--- src/rtl/zicntr_hpm_csr.sv ---
// Machine counter/timer CSR unit: mcycle, minstret, mhpmcounter/mhpmevent bank,
// mcountinhibit and mcounteren. Reads are combinational; writes and counter
// increments commit on the clock edge.
// Optional feature macro: ZICNTR_USER_SHADOW_EN enables the read-only user
// shadows (cycle/instret/hpmcounter at 0xC00-0xC9F).
module zicntr_hpm_csr #(
  parameter int unsigned NUM_HPM = 4,
  parameter int unsigned HPM_W   = 40
) (
  input  logic               clk_i,
  input  logic               rst_ni,
  input  logic [11:0]        csr_i,
  input  logic [31:0]        write_data_i,
  input  logic               is_csrrw_i,
  input  logic               is_csrrs_i,
  input  logic               is_csrrc_i,
  input  logic               is_csrrwi_i,
  input  logic               is_csrrsi_i,
  input  logic               is_csrrci_i,
  input  logic               csr_no_write_i,
  input  logic [1:0]         priv_mode_i,
  input  logic               instr_retired_i,
  input  logic [NUM_HPM-1:0] hpm_event_i,
  output logic               hit_o,
  output logic [31:0]        read_data_o,
  output logic               invalid_csr_o
);

  // Keep storage arrays non-empty when no HPM counters are configured.
  localparam int unsigned HpmN    = (NUM_HPM == 0) ? 1 : NUM_HPM;
  localparam logic [63:0] HpmMask = {64{1'b1}} >> (64 - HPM_W);
  // Implemented bits of mcountinhibit/mcounteren: CY, IR and one per HPM counter.
  localparam logic [31:0] CntMask = 32'h5 | (32'((64'd1 << NUM_HPM) - 64'd1) << 3);

  logic [63:0]     cycle_q, cycle_d, instret_q, instret_d;
  logic [63:0]     hpm_q [HpmN];
  logic [63:0]     hpm_d [HpmN];
  logic [HpmN-1:0] hpm_en_q, hpm_en_d;
  logic [31:0]     inhibit_q, inhibit_d, counteren_q, counteren_d;

  logic        op, is_wr, is_set, m_priv, hpm_range;
  logic [4:0]  idx, hpm_idx;
  logic        cnt_sel, cnt_hi, evt_sel, inh_sel, en_sel, m_sel, shd_sel;
  logic [63:0] cnt_val;
  logic        evt_en;
  logic [31:0] cnt_half, reg_val, wval;
  logic        m_write;

  assign op        = is_csrrw_i | is_csrrs_i | is_csrrc_i | is_csrrwi_i | is_csrrsi_i | is_csrrci_i;
  assign is_wr     = is_csrrw_i | is_csrrwi_i;
  assign is_set    = is_csrrs_i | is_csrrsi_i;
  assign m_priv    = priv_mode_i == 2'b11;
  assign idx       = csr_i[4:0];
  assign hpm_idx   = idx - 5'd3;
  assign hpm_range = idx >= 5'd3;

  // Index 1 has no counter (0xB01/0xB81/0xC01/0xC81 are not ours).
  assign cnt_sel = (csr_i[11:8] == 4'hB) && (csr_i[6:5] == 2'b00) && (idx != 5'd1);
  assign cnt_hi  = csr_i[7];
  assign evt_sel = (csr_i[11:5] == 7'b0011001) && hpm_range;
  assign inh_sel = csr_i == 12'h320;
  assign en_sel  = csr_i == 12'h306;
  assign m_sel   = cnt_sel | evt_sel | inh_sel | en_sel;
`ifdef ZICNTR_USER_SHADOW_EN
  assign shd_sel = (csr_i[11:8] == 4'hC) && (csr_i[6:5] == 2'b00) && (idx != 5'd1);
`else
  assign shd_sel = 1'b0;
`endif

  // Look up the counter and event enable addressed by the low index bits.
  always_comb begin
    cnt_val = '0;
    evt_en  = 1'b0;
    if (idx == 5'd0) begin
      cnt_val = cycle_q;
    end else if (idx == 5'd2) begin
      cnt_val = instret_q;
    end
    for (int unsigned i = 0; i < HpmN; i++) begin
      if (i < NUM_HPM && hpm_range && hpm_idx == 5'(i)) begin
        cnt_val = hpm_q[i];
        evt_en  = hpm_en_q[i];
      end
    end
  end

  assign cnt_half = cnt_hi ? cnt_val[63:32] : cnt_val[31:0];

  // Current value of the addressed M-mode register, and the op's write value.
  always_comb begin
    reg_val = '0;
    if (cnt_sel) begin
      reg_val = cnt_half;
    end else if (evt_sel) begin
      reg_val = {31'b0, evt_en};
    end else if (inh_sel) begin
      reg_val = inhibit_q;
    end else if (en_sel) begin
      reg_val = counteren_q;
    end
    if (is_wr) begin
      wval = write_data_i;
    end else if (is_set) begin
      wval = reg_val | write_data_i;
    end else begin
      wval = reg_val & ~write_data_i;
    end
  end

  // Access decode: hit, read data, privilege / shadow legality.
  always_comb begin
    hit_o         = 1'b0;
    read_data_o   = '0;
    invalid_csr_o = 1'b0;
    m_write       = 1'b0;
    if (op && m_sel) begin
      hit_o       = 1'b1;
      read_data_o = reg_val;
      if (!csr_no_write_i) begin
        if (m_priv) begin
          m_write = 1'b1;
        end else begin
          invalid_csr_o = 1'b1;
        end
      end
    end else if (op && shd_sel) begin
      hit_o = 1'b1;
      if (!csr_no_write_i || !(m_priv || counteren_q[idx])) begin
        invalid_csr_o = 1'b1;
      end else begin
        read_data_o = cnt_half;
      end
    end
  end

  // Next state: increments gated by the old inhibit value; a write to a
  // counter half replaces that counter's increment for the cycle.
  always_comb begin
    cycle_d     = inhibit_q[0] ? cycle_q : cycle_q + 64'd1;
    instret_d   = (instr_retired_i && !inhibit_q[2]) ? instret_q + 64'd1 : instret_q;
    hpm_en_d    = hpm_en_q;
    inhibit_d   = inhibit_q;
    counteren_d = counteren_q;
    for (int unsigned i = 0; i < HpmN; i++) begin
      hpm_d[i] = hpm_q[i];
      if (i < NUM_HPM && hpm_event_i[i] && hpm_en_q[i] && !inhibit_q[3+i]) begin
        hpm_d[i] = (hpm_q[i] + 64'd1) & HpmMask;
      end
    end
    if (m_write) begin
      if (cnt_sel && idx == 5'd0) begin
        cycle_d = cnt_hi ? {wval, cycle_q[31:0]} : {cycle_q[63:32], wval};
      end
      if (cnt_sel && idx == 5'd2) begin
        instret_d = cnt_hi ? {wval, instret_q[31:0]} : {instret_q[63:32], wval};
      end
      for (int unsigned i = 0; i < HpmN; i++) begin
        if (i < NUM_HPM && hpm_range && hpm_idx == 5'(i)) begin
          if (cnt_sel) begin
            hpm_d[i] = (cnt_hi ? {wval, hpm_q[i][31:0]} : {hpm_q[i][63:32], wval}) & HpmMask;
          end
          if (evt_sel) begin
            hpm_en_d[i] = wval[0];
          end
        end
      end
      if (inh_sel) begin
        inhibit_d = wval & CntMask;
      end
      if (en_sel) begin
        counteren_d = wval & CntMask;
      end
    end
  end

  // State registers.
  always_ff @(posedge clk_i or negedge rst_ni) begin
    if (!rst_ni) begin
      cycle_q     <= '0;
      instret_q   <= '0;
      hpm_en_q    <= '0;
      inhibit_q   <= '0;
      counteren_q <= '0;
      for (int unsigned i = 0; i < HpmN; i++) begin
        hpm_q[i] <= '0;
      end
    end else begin
      cycle_q     <= cycle_d;
      instret_q   <= instret_d;
      hpm_en_q    <= hpm_en_d;
      inhibit_q   <= inhibit_d;
      counteren_q <= counteren_d;
      for (int unsigned i = 0; i < HpmN; i++) begin
        hpm_q[i] <= hpm_d[i];
      end
    end
  end

endmodule

--- config.mk ---
export PLATFORM = sky130hd
export DESIGN_NAME = zicntr_hpm_csr
export DESIGN_NICKNAME = d
export VERILOG_FILES = /design/src/rtl/zicntr_hpm_csr.sv
export SDC_FILE = /design/constraint.sdc
export NUM_CORES = 1
export LEC_CHECK = 0
export CAP_MARGIN = 30
export CORE_ASPECT_RATIO = 1.25
export CORE_UTILIZATION = 33
export CTS_CLUSTER_DIAMETER = 100
export DETAILED_ROUTE_END_ITERATION = 10
export GPL_ROUTABILITY_DRIVEN = 0
export GPL_TIMING_DRIVEN = 0
export PLACE_DENSITY = 0.5
export SYNTH_ARGS = -nofsm -noshare
export SYNTH_HDL_FRONTEND = slang
export SYNTH_SLANG_ARGS = --single-unit
--- constraint.sdc ---
create_clock -name clk_i -period 4 [get_ports clk_i]
set_input_delay 0.8 -clock clk_i [delete_from_list [all_inputs] [get_ports clk_i]]
set_output_delay 0.8 -clock clk_i [all_outputs]
set_load 0.01 [all_outputs]
==> results.toml <==
[run_status]
outcome = "complete, but fails checks"
violations = "setup timing"

[setup_path]
crit_family = "buffers and inverters"
critPathArrivalTime_ns = 3.40
worst-path-max-fanout = 10
critPathLaunchType = "input port"
endpoint_kind = "primary output"
rr_startpoint = "cycle_q[5]"
cp_cell_sequence = "clkbuf_4, buf_6, buf_4, and4b_1, o21ai_1, o211ai_1, o211ai_1, buf_4, nor4_4, buf_2"
critPathLaunch = "csr_i[2]"
cp_slowest_stage_delay_ns = 0.73
cp_slowest_cell = "o211ai_1"
cp_num_buf_inv = 5
required_ns = 3.20
critical_path_class = "input port to primary output"

[layout]
final_cell_mix = "dfrtp_1 (400), a21oi_1 (246), nand2_1 (243)"
fin_cells = 4443
drive_gt1_share_pct = 18.6
nNetsFinal = 3410
final_common_cell = "dfrtp_1"
fill_cells = 7710
syn2layout_area_growth_pct = 26.6

[detailed_routing]
drc = 0
drtAntennaViolNets = 0
avgViaCountPerCell = 6.89
drt_iter0_drc = 4487
wl_mm = 161
routed-via-count = 30600
firstDrtPassIters = 6
avgRoutedWirePerCell_um = 36.3

[timing]
period_share_pct = 105
layout_min_cycle_time_ns = 4.20
finClkSkew_ns = 0.0229
hold_viol_final = 0
clock.fmax_ghz = 0.238
final_max_slew_viol_count = 0
slew_headroom_pct = 29.3
tightest_slew_ns = 1.06
setup_viol = 71
layout_setup_ws_ns = -0.201

[floorplan]
floorplan.initialDensity_pct = 33.5
die_w_um = 253
row_count = 114
die-area_mm2 = 0.0800
die_y_um = 316
core_mm2 = 0.0777
io_pins = 94

[global_route]
antenna_found_initial = 16
grt_first_pass_wirelength_mm = 222
grt_max_degree = 111
gr-total-overflow = 0
grt_pass1_vias = 28400
track_usage_pct = 39.9

[synth]
syn_nets = 3149
ys_ff_latch = 400
synth_top_area_share_pct = 38.5
synthFlopType = "dfrtp_1"
ys_seq_area_share_pct = 38.5
async_reset_ff_share_pct = 100
yosysTopAreaCell = "dfrtp_1"
syn_area_mm2 = 0.0260
postSynthCellCount = 3083
yosysWarnings = 0
post_synth.cell_area_avg_um2 = 8.44
synth_area_leaders = "dfrtp_1 (38%), a21oi_1 (5.1%), o21ai_0 (4.7%), nand3_1 (4.1%), nand2_1 (3.6%)"
synth-edff-count = 0
ys_types = 111

[min_path]
hp-class = "input port to asynchronous set/reset pin"

[power]
p_per_area_mw_per_mm2 = 313
vdd_drop_max_v = 0.000318
p_leak_nw = 12.9
p_total_mw = 10.3

[clock_tree]
clk_pin_slew_ns = 0.06
clkLatencyLatePin_ns = 0.64
cts_tree = "yes"
cts_root_buf = "clkbuf_16"
numCtsBuffers = 47
htree_levels = 2
clkSinkCount = 400
cts_hold_buf = 0
clockBufferDepth = 3

[run]
maxCapViolations = 0

[placed_design]
hpwl_mm = 118
placed_cells = 4259
io_buffers = 93
-- synthesized netlist by cell type (14+ instances only) --
master	number
a211oi_1	43
a21o_1	20
a21oi_1	263
a221o_1	18
a221oi_1	42
a22oi_1	43
a31oi_1	35
and2_1	130
and3_1	75
and4_1	27
buf_2	82
buf_4	15
clkbuf_1	103
dfrtp_1	400
inv_1	32
mux2_2	25
mux2i_1	37
nand2_1	251
nand2b_1	14
nand3_1	212
nand4_1	91
nor2_1	221
nor3_1	108
nor3b_1	21
nor4_1	50
o211ai_1	59
o21a_1	17
o21ai_0	247
o221ai_1	29
o22ai_1	40
o31a_1	25
o31ai_1	14
or2_2	14
or3_1	19
-- registers in the layout (all words and copies together), names as in the netlist --
register / flops
counteren_q: 6
cycle_q: 64
hpm_en_q: 4
hpm_q: 256
inhibit_q: 6
instret_q: 64
-- metrics by stage --
stage               TNS (ns)  worst slack [ns]  hold WS (ns)  util (%)  area [um^2]
CTS                   -0.425            -0.193         0.205      41.8        32500
global placement    -7295.84            -16.89         0.468      36.4        28300
detailed placement   -364.17             -1.96         0.471      37.2        28900
global route          -0.186           -0.0899         0.220      42.3        32900
floorplan                  0             0.417         0.443         -        26000
finish                 -4.17            -0.201         0.150      42.4        32900
-- cell type report --
class	instances	area, um^2	share of cell area (%)
inverter	33	130	0.395
buffer	217	1400	4.24
clock inverter	16	264	0.801
clock buffer	69	1420	4.31
antenna	19	47.5	0.144
tap	1044	1310	3.97
sequential	400	10000	30.4
timing repair buffer	215	2180	6.62
multi-input combinational	2430	16200	49.1
-- layer usage --
| layer | share of wire [%] | up-vias | track usage (%) |
|---|---|---|---|
| li1 | - | 12400 | - |
| met1 | 34 | 15000 | 44.5 |
| met2 | 42 | 2455 | 58.1 |
| met3 | 12 | 832 | 13.9 |
| met4 | 12 | 10 | 39.8 |
| met5 | 0.14 | - | 1.67 |
-- report_power, final --
group          switching, mW  total (mW)  internal [mW]
sequential             0.205        4.32           4.11
clock                   1.98        4.88           2.90
combinational          0.773        1.10          0.330
total                   2.96        10.3           7.35
-- worst paths after layout --
kind                             endpoint  slack, ns  depth (start not counted)
max in group asynchronous      hpm_q[141]       2.23                          3
min in group clk_i              hpm_q[47]       0.49                          1
hold / removal                cycle_q[13]       0.15                          1
setup reg to reg              cycle_q[55]       0.50                          8
hold reg to reg                 hpm_q[47]       0.49                          1
setup / recovery           read_data_o[0]      -0.20                         10
-- cell families (layout without fill, tap and decap cells) --
family                   Yosys count  in the layout  share of synthesized area [%]
AO/OA/AOI/OAI                   1040           1040                           27.0
XOR/XNOR                           3              3                          0.101
adder cells (fa/ha/maj)            6              6                          0.288
buffers and inverters            253            550                           4.64
flip-flops                       400            400                           38.5
multiplexers                      63             63                           2.55
other                              0             19                              0
AND/OR/NAND/NOR                 1318           1318                           27.0
-- timing repair --
item,CTS,global route
endpoints found under the setup margin,311,84
gates cloned,2,0
pin swaps,51,41
setup buffers,63,19
gates resized for setup,399,99
Note: power is estimated with default switching activity, not from simulation.
